## src/rtl/ldm_stm_sequencer_if.sv

```systemverilog
// Decode-stage request and execute-stage micro-op bundle for the LDM/STM sequencer.
// master = pipeline side driving the request; slave = the sequencer.
interface ldm_stm_sequencer_if;
   logic        StartD;
   logic [31:0] InstrD;
   logic        HoldIn;
   logic        FlushIn;
   logic        SeqStallF;
   logic        SeqStallD;
   logic        SeqFlushE;
   logic        UopValid;
   logic [3:0]  UopRd;
   logic [3:0]  UopRn;
   logic [31:0] UopOffset;
   logic        UopLoad;
   logic        UopWB;
   logic [31:0] UopWbOffset;
   logic        UopLast;

   // No back-pressure handshake: UopValid qualifies the micro-op fields for exactly
   // one cycle unless HoldIn is high, in which case every output stays frozen.
   modport master (
      output StartD, InstrD, HoldIn, FlushIn,
      input  SeqStallF, SeqStallD, SeqFlushE, UopValid, UopRd, UopRn,
             UopOffset, UopLoad, UopWB, UopWbOffset, UopLast
   );

   modport slave (
      input  StartD, InstrD, HoldIn, FlushIn,
      output SeqStallF, SeqStallD, SeqFlushE, UopValid, UopRd, UopRn,
             UopOffset, UopLoad, UopWB, UopWbOffset, UopLast
   );
endinterface

```

## src/rtl/ldm_stm_sequencer.sv

```systemverilog
// Expands an LDM/STM in decode into one registered single-register micro-op per cycle.
// Define LDM_WB_MERGE_EN to fold base writeback into the final transfer (no WB state).
module ldm_stm_sequencer #(
   parameter int NREGS = 16
) (
   input  logic                 clk,
   input  logic                 reset,
   ldm_stm_sequencer_if.slave   bus,
   output logic [1:0]           dbg_state_o
);

   localparam int CW = $clog2(NREGS + 1);
   localparam int IW = $clog2(NREGS);
`ifdef LDM_WB_MERGE_EN
   localparam bit MERGE = 1'b1;
`else
   localparam bit MERGE = 1'b0;
`endif

   typedef enum logic [1:0] {S_IDLE = 2'd0, S_RUN = 2'd1, S_WB = 2'd2} state_e;

   state_e            state_q, state_d;
   logic [NREGS-1:0]  mask_q, mask_d;
   logic [CW-1:0]     k_q, k_d;
   logic [CW-1:0]     n_q, n_d;
   logic              p_q, p_d, u_q, u_d, l_q, l_d, wbreq_q, wbreq_d;
   logic [3:0]        rn_q, rn_d;

   logic              valid_q, valid_d;
   logic [IW-1:0]     rd_q, rd_d;
   logic [31:0]       off_q, off_d;
   logic              load_q, load_d;
   logic              wb_q, wb_d;
   logic [31:0]       wboff_q, wboff_d;
   logic              last_q, last_d;
   logic [3:0]        urn_q, urn_d;

   function automatic logic [CW-1:0] popcount(input logic [NREGS-1:0] v);
      logic [CW-1:0] cnt;
      cnt = '0;
      for (int i = 0; i < NREGS; i++) cnt = cnt + CW'(v[i]);
      return cnt;
   endfunction

   function automatic logic [IW-1:0] lowest(input logic [NREGS-1:0] v);
      logic [IW-1:0] idx;
      idx = '0;
      for (int i = NREGS - 1; i >= 0; i--) if (v[i]) idx = IW'(i);
      return idx;
   endfunction

   logic [NREGS-1:0] list;
   logic             idle, start, issue_en, last_issue;
   logic [NREGS-1:0] cur_src, rest;
   logic [CW-1:0]    cur_k, cur_n;
   logic             cur_p, cur_u, cur_l, cur_wbreq;
   logic [3:0]       cur_rn;
   logic [31:0]      n4, issue_off, wb_off;
   logic             unused_instr;

   assign list         = bus.InstrD[NREGS-1:0];
   assign unused_instr = ^{bus.InstrD[31:25], bus.InstrD[22]};
   assign idle         = (state_q == S_IDLE);
   assign start        = idle & bus.StartD & (|list) & ~bus.HoldIn & ~bus.FlushIn;

   // In IDLE the first micro-op is built straight from the decode instruction,
   // afterwards from the latched fields, so one issue path serves both.
   always_comb begin
      cur_src   = idle ? list : mask_q;
      cur_k     = idle ? '0 : k_q;
      cur_n     = idle ? popcount(list) : n_q;
      cur_p     = idle ? bus.InstrD[24] : p_q;
      cur_u     = idle ? bus.InstrD[23] : u_q;
      cur_l     = idle ? bus.InstrD[20] : l_q;
      cur_rn    = idle ? bus.InstrD[19:16] : rn_q;
      cur_wbreq = idle ? (bus.InstrD[21] & ~(bus.InstrD[20] & list[bus.InstrD[19:16]]))
                       : wbreq_q;
      rest       = cur_src & (cur_src - NREGS'(1));
      last_issue = (rest == '0);
      n4         = 32'(cur_n) << 2;
      issue_off  = (32'(cur_k) << 2) + (cur_u ? 32'd0 : -n4) + ((cur_p == cur_u) ? 32'd4 : 32'd0);
      wb_off     = cur_u ? n4 : -n4;
      issue_en   = start | ((state_q == S_RUN) & (|mask_q));
   end

   always_comb begin
      state_d = state_q;  mask_d = mask_q;  k_d = k_q;  n_d = n_q;
      p_d = p_q;  u_d = u_q;  l_d = l_q;  rn_d = rn_q;  wbreq_d = wbreq_q;
      valid_d = valid_q;  rd_d = rd_q;  off_d = off_q;  load_d = load_q;
      wb_d = wb_q;  wboff_d = wboff_q;  last_d = last_q;  urn_d = urn_q;

      if (bus.FlushIn || (!bus.HoldIn && !issue_en && !idle &&
                          !(state_q == S_RUN && wbreq_q && !MERGE))) begin
         state_d = S_IDLE;  mask_d = '0;  k_d = '0;
         valid_d = 1'b0;  rd_d = '0;  off_d = '0;  load_d = 1'b0;
         wb_d = 1'b0;  wboff_d = '0;  last_d = 1'b0;  urn_d = '0;
      end else if (!bus.HoldIn && issue_en) begin
         state_d = S_RUN;   mask_d = rest;   k_d = cur_k + CW'(1);  n_d = cur_n;
         p_d = cur_p;  u_d = cur_u;  l_d = cur_l;  rn_d = cur_rn;  wbreq_d = cur_wbreq;
         valid_d = 1'b1;  rd_d = lowest(cur_src);  off_d = issue_off;  load_d = cur_l;
         wboff_d = wb_off;  urn_d = cur_rn;
         last_d  = last_issue & (MERGE | ~cur_wbreq);
         wb_d    = MERGE & last_issue & cur_wbreq;
      end else if (!bus.HoldIn && state_q == S_RUN && wbreq_q && !MERGE) begin
         // Writeback-only micro-op: no memory transfer, zero address offset.
         state_d = S_WB;
         valid_d = 1'b1;  rd_d = IW'(rn_q);  off_d = '0;  load_d = 1'b0;
         wb_d = 1'b1;  last_d = 1'b1;
      end
   end

   always_ff @(posedge clk or negedge reset) begin
      if (!reset) begin
         state_q <= S_IDLE;  mask_q <= '0;  k_q <= '0;  n_q <= '0;
         p_q <= 1'b0;  u_q <= 1'b0;  l_q <= 1'b0;  rn_q <= '0;  wbreq_q <= 1'b0;
         valid_q <= 1'b0;  rd_q <= '0;  off_q <= '0;  load_q <= 1'b0;
         wb_q <= 1'b0;  wboff_q <= '0;  last_q <= 1'b0;  urn_q <= '0;
      end else begin
         state_q <= state_d;  mask_q <= mask_d;  k_q <= k_d;  n_q <= n_d;
         p_q <= p_d;  u_q <= u_d;  l_q <= l_d;  rn_q <= rn_d;  wbreq_q <= wbreq_d;
         valid_q <= valid_d;  rd_q <= rd_d;  off_q <= off_d;  load_q <= load_d;
         wb_q <= wb_d;  wboff_q <= wboff_d;  last_q <= last_d;  urn_q <= urn_d;
      end
   end

   // Decode may advance only at the edge that retires the final micro-op.
   assign bus.SeqStallF   = start | (~idle & ~(valid_q & last_q & ~bus.HoldIn));
   assign bus.SeqStallD   = bus.SeqStallF;
   assign bus.SeqFlushE   = start | ~idle;
   assign bus.UopValid    = valid_q;
   assign bus.UopRd       = rd_q;
   assign bus.UopRn       = urn_q;
   assign bus.UopOffset   = off_q;
   assign bus.UopLoad     = load_q;
   assign bus.UopWB       = wb_q;
   assign bus.UopWbOffset = wboff_q;
   assign bus.UopLast     = last_q;
   assign dbg_state_o     = state_q;

endmodule
```

## src/flat_wrapper.sv

```systemverilog
// flat-port wrapper written by rule: the top's interface ports become plain ports
module ldm_stm_sequencer_flat 
#(
   parameter int NREGS = 16
)
  (clk, reset, dbg_state_o, bus_StartD, bus_InstrD, bus_HoldIn, bus_FlushIn, bus_SeqStallF, bus_SeqStallD, bus_SeqFlushE, bus_UopValid, bus_UopRd, bus_UopRn, bus_UopOffset, bus_UopLoad, bus_UopWB, bus_UopWbOffset, bus_UopLast);
  ldm_stm_sequencer_if bus_i ();
  input  logic clk;
  input  logic reset;
  output logic [1:0] dbg_state_o;
  input wire logic [$bits(bus_i.StartD)-1:0] bus_StartD;
  input wire logic [$bits(bus_i.InstrD)-1:0] bus_InstrD;
  input wire logic [$bits(bus_i.HoldIn)-1:0] bus_HoldIn;
  input wire logic [$bits(bus_i.FlushIn)-1:0] bus_FlushIn;
  output wire logic [$bits(bus_i.SeqStallF)-1:0] bus_SeqStallF;
  output wire logic [$bits(bus_i.SeqStallD)-1:0] bus_SeqStallD;
  output wire logic [$bits(bus_i.SeqFlushE)-1:0] bus_SeqFlushE;
  output wire logic [$bits(bus_i.UopValid)-1:0] bus_UopValid;
  output wire logic [$bits(bus_i.UopRd)-1:0] bus_UopRd;
  output wire logic [$bits(bus_i.UopRn)-1:0] bus_UopRn;
  output wire logic [$bits(bus_i.UopOffset)-1:0] bus_UopOffset;
  output wire logic [$bits(bus_i.UopLoad)-1:0] bus_UopLoad;
  output wire logic [$bits(bus_i.UopWB)-1:0] bus_UopWB;
  output wire logic [$bits(bus_i.UopWbOffset)-1:0] bus_UopWbOffset;
  output wire logic [$bits(bus_i.UopLast)-1:0] bus_UopLast;
  assign bus_i.StartD = bus_StartD;
  assign bus_i.InstrD = bus_InstrD;
  assign bus_i.HoldIn = bus_HoldIn;
  assign bus_i.FlushIn = bus_FlushIn;
  assign bus_SeqStallF = bus_i.SeqStallF;
  assign bus_SeqStallD = bus_i.SeqStallD;
  assign bus_SeqFlushE = bus_i.SeqFlushE;
  assign bus_UopValid = bus_i.UopValid;
  assign bus_UopRd = bus_i.UopRd;
  assign bus_UopRn = bus_i.UopRn;
  assign bus_UopOffset = bus_i.UopOffset;
  assign bus_UopLoad = bus_i.UopLoad;
  assign bus_UopWB = bus_i.UopWB;
  assign bus_UopWbOffset = bus_i.UopWbOffset;
  assign bus_UopLast = bus_i.UopLast;
  ldm_stm_sequencer #(.NREGS(NREGS)) u_core (.clk(clk), .reset(reset), .bus(bus_i), .dbg_state_o(dbg_state_o));
endmodule
```

## config.mk

```make
export PLATFORM = sky130hd
export DESIGN_NAME = ldm_stm_sequencer_flat
export DESIGN_NICKNAME = d
export VERILOG_FILES = /design/src/rtl/ldm_stm_sequencer_if.sv /design/src/rtl/ldm_stm_sequencer.sv /design/src/flat_wrapper.sv
export SDC_FILE = /design/constraint.sdc
export NUM_CORES = 1
export LEC_CHECK = 0
export BUFFER_PORTS_ARGS = -buffer_cell sky130_fd_sc_hd__buf_2
export CAP_MARGIN = 20
export CORE_UTILIZATION = 32
export DETAILED_ROUTE_END_ITERATION = 16
export HOLD_SLACK_MARGIN = 0.1
export PLACE_DENSITY_LB_ADDON = 0.08
export SYNTH_ARGS = -nofsm -noshare
export SYNTH_HDL_FRONTEND = slang
export SYNTH_SLANG_ARGS = --single-unit
export TNS_END_PERCENT = 50
```

## constraint.sdc

```tcl
create_clock -name clk -period 6.2 [get_ports clk]
set_clock_uncertainty 0.05 [all_clocks]
set_input_delay 0 -clock clk [delete_from_list [all_inputs] [get_ports clk]]
set_output_delay 0 -clock clk [all_outputs]
set_load 0.02 [all_outputs]
```

==> key figures <==
Place
  • Area post-placement: 5900 um2
  • RD Place Congestion: 0.853
  • # port buffers: 105
  • DP Wirelength: 11400 um
  • Placed insts: 858

Timing
  • Minimum clock period: 6.01 ns
  • Rel. slew slack: 36.7%
  • Worst slew pin tran: 0.949 ns
  • Max frequency: 166 MHz
  • Count of pins over their slew limit: 0
  • Post-route clock period utilization: 97.0%
  • Final hold vios: 0
  • Final-report setup violation count: 0

Clocking
  • Num Clock Sinks: 79
  • Clk root buf: clkbuf_16
  • Num CTS Buffers: 9
  • Htree depth: 3
  • Clock transition at the registers of the reported paths: 0.06 ns
  • Clock Tree Buf Depth: 2
  • TritonCTS clock tree: done
  • Clock latency at the later pin of the worst-skew pair: 0.35 ns

Route
  • Routed WL: 15900 um
  • DRC errors left: 0
  • First drt pass iteration count: 4
  • WL per Instance: 17.6 um
  • Via count: 4738
  • Post-detailed-route via-to-cell ratio: 5.25
  • Final ANT Viol Nets: 0
  • DRT iter0 DRCs: 236

Pwr
  • Final Power: 2340 uW
  • Worst vdd ir: 0.000154 V
  • Net Sw Power: 923 uW
  • Clock share of power: 25.3%
  • Pwr dens: 352 nW/um2
  • Int Pwr: 1420 uW
  • Sw Share: 39.5%
  • Combinational fraction of design power: 47.0%
  • Power share of the sequential group: 27.7%
  • Leak pwr: 0.00338 uW

Synthesis
  • Post-synthesis register bit count: 79
  • Avg Cell Area, Syn: 9.23 um2
  • Post-synth top flop: dfrtp_1
  • Post-synth EDFFs: 0
  • Post-Syn Instances: 569
  • Post-synthesis sequential area ratio: 37.6%
  • Unique masters post-synth: 66
  • Netlist Area Pre-Place: 5250 um2
  • Async S/R FF share, synth: 100%
  • Synth warn: 0

Floorplanning
  • Die Wd: 130 um
  • Initial Util: 33.0%
  • # rows: 46
  • Core ar.: 15900 um2
  • Die area: 16900 um2
  • Die H: 130 um
  • Boundary Pins: 118

Global routing
  • Global route overflow: 0
  • Largest net degree at the start of global routing: 60
  • First-pass GRT wire length: 25200 um
  • Vias in the first global route: 4608
  • Total Routing Usage GR: 19.7%
  • Antenna violations before repair: 0

Worst setup path
  • Critical path endpoint category: register
  • Delay-heaviest family, CP: adder cells
  • Slowest-stage cell, CP: fa_2
  • Largest stage delay on the critical path: 0.57 ns
  • Crit path DAT: 6.20 ns
  • Top cell by count, worst path: fa_1
  • Worst EP required: 6.39 ns
  • Setup crit start kind: input pin
  • Crit-path max FO: 3
  • CP bufs+invs: 5
  • CP Class: in -> reg

Final layout
  • Fraction of layout cells with a size suffix above 1: 28.3%
  • Layout Cells excl Fill: 902
  • Fin util: 41.7%
  • Layout Nets: 749
  • Fin area: 6650 um2
  • Antenna cells: 0
  • Area grow syn2layout: 26.6%

Status
  • Outcome: completed

Job
  • Max-cap violations: 0

Min path
  • Hold Path Class: in -> reg
==> flip-flops by register name, summed over array words and instances (netlist names) <==
register                count
u_core.bus.UopRd            4
u_core.wbreq_q              1
u_core.bus.UopOffset       24
u_core.p_q                  1
u_core.dbg_state_o          2
u_core.u_q                  1
u_core.bus.UopLoad          1
u_core.n_q                  5
u_core.mask_q              15
u_core.bus.UopValid         1
u_core.rn_q                 4
u_core.l_q                  1
u_core.bus.UopLast          1
u_core.k_q                  5
u_core.bus.UopRn            4
u_core.bus.UopWbOffset      9
==> final cells by class <==
class / instances / area [um2]
flip-flops and latches: 79 / 1980
multi-input cells: 399 / 2920
clock inverters: 7 / 104
inverters: 36 / 138
fillers: 1643 / 9290
well taps: 216 / 270
clock buffers: 9 / 225
repair buffers: 156 / 1020
==> through the flow <==
| stage | hold WS (ns) | worst slack, ns | TNS, ns |
|---|---|---|---|
| after floorplan | -0.346 | 0.514 | 0 |
| after global placement | -0.134 | 0.0446 | 0 |
| after detailed placement | -0.133 | 0.0175 | 0 |
| after CTS | 0.112 | 0.0193 | 0 |
| after global routing | 0.153 | -0.0618 | -0.169 |
| final | 0.117 | 0.189 | 0 |
==> cells by family after synthesis <==
| group | count (synthesis) | share of synthesized area [%] |
|---|---|---|
| xor+xnor | 10 | 1.67 |
| fa+ha+maj | 32 | 9.31 |
| compound gates | 157 | 20.2 |
| simple gates | 175 | 16.7 |
| mux | 21 | 5.22 |
| buf+inv | 94 | 9.17 |
| flops | 79 | 37.6 |
| other cells | 1 | 0.0714 |
==> metal layers <==
metal / wire, um / part of all wire [%] / vias to the layer above / GRT usage [%]
li1: - / - / 2224 / -
met1: 7280 / 46 / 2348 / 26.3
met4: 250 / 1.6 / 0 / 6.43
met5: 0 / 0 / - / 0
met2: 7660 / 48 / 150 / 32.8
met3: 720 / 4.5 / 16 / 2.91
==> cells in the mapped netlist (3+ instances only) <==
| cell | count | area [um2] |
|---|---|---|
| a211oi_1 | 5 | 37.5 |
| a21o_1 | 18 | 135 |
| a21oi_1 | 19 | 95.1 |
| a22o_1 | 12 | 105 |
| a2bb2oi_1 | 3 | 26.3 |
| a32o_1 | 6 | 60.1 |
| and2_1 | 7 | 43.8 |
| and3_1 | 5 | 31.3 |
| buf_1 | 3 | 11.3 |
| buf_2 | 4 | 20.0 |
| buf_4 | 33 | 248 |
| clkbuf_1 | 18 | 67.6 |
| dfrtp_1 | 79 | 1980 |
| fa_1 | 12 | 240 |
| ha_1 | 19 | 238 |
| inv_1 | 36 | 135 |
| mux2i_1 | 15 | 150 |
| mux4_2 | 5 | 113 |
| nand2_1 | 78 | 293 |
| nand2b_1 | 3 | 18.8 |
| nand3_1 | 7 | 35.0 |
| nand4b_1 | 3 | 26.3 |
| nor2_1 | 28 | 105 |
| nor2b_1 | 4 | 25.0 |
| nor3_1 | 8 | 40.0 |
| nor4_1 | 5 | 31.3 |
| nor4b_1 | 5 | 43.8 |
| o211ai_1 | 5 | 37.5 |
| o21ai_0 | 55 | 275 |
| o31a_1 | 3 | 26.3 |
| o31ai_1 | 4 | 30.0 |
| o31ai_2 | 3 | 37.5 |
| or2_2 | 3 | 18.8 |
| or4_1 | 6 | 45.0 |
| xnor2_1 | 7 | 61.3 |
| xor2_1 | 3 | 26.3 |
==> final timing paths <==
kind	cells after the start	start	slack, ns	to
worst max-delay path	25	bus_InstrD[6]	0.19	u_core.bus.UopOffset[20]
worst min-delay path	3	bus_InstrD[23]	0.12	u_core.u_q
worst max register to register	15	u_core.dbg_state_o[0]	2.09	u_core.bus.UopOffset[20]
worst min register to register	2	u_core.bus.UopOffset[8]	0.42	u_core.bus.UopOffset[8]
max in group asynchronous	4	reset	5.13	u_core.n_q[2]
min in group asynchronous	3	reset	0.35	u_core.k_q[4]
==> worst reg2reg max path: cells and delay by family, from the launching register on <==
| kind | cells | cell delay (ns) |
|---|---|---|
| and+or+nand+nor | 6 | 1.52 |
| adders and majority gates | 2 | 0.66 |
| AOI/OAI and AO/OA | 4 | 0.66 |
| DFF | 1 | 0.65 |
| buffers and inverters | 2 | 0.35 |
| xor gates and xnor gates | 1 | 0.13 |
==> timing repair <==
| action | CTS | global route |
|---|---|---|
| hold endpoints to repair | 43 | 0 |
| buffers inserted | 0 | 4 |
| resized for setup | 0 | 29 |
| endpoints found under the setup margin | 0 | 18 |
| hold buffers | 22 | 0 |
==> power by group through the flow <==
stage	Sequential (uW)	Combinational [uW]	Clock [uW]
final	647	1100	593
after floorplan	689	626	0
after CTS	645	994	609
after global placement	652	972	0
after global routing	657	1230	632
after detailed placement	655	976	0
==> cells in the final DEF (no fill, tap or decap), drive strengths merged, types with 3 or more instances in the layout <==
master       instances
buf                134
dfrtp               79
nand2               78
o21ai               56
inv                 39
nor2                30
dlygate4sd3         22
ha                  19
a21oi               19
a21o                18
mux2i               15
a22o                12
fa                  12
clkbuf               9
nor3                 9
and2                 8
nand3                8
xnor2                7
o31ai                7
or4                  6
a32o                 6
nor4b                6
nor4                 6
and3                 5
a211oi               5
o211ai               5
mux4                 5
or2                  5
nor2b                4
conb                 4
nand2b               3
a2bb2oi              3
o31a                 3
nand4b               3
xor2                 3
(Power assumes the default switching activity.)
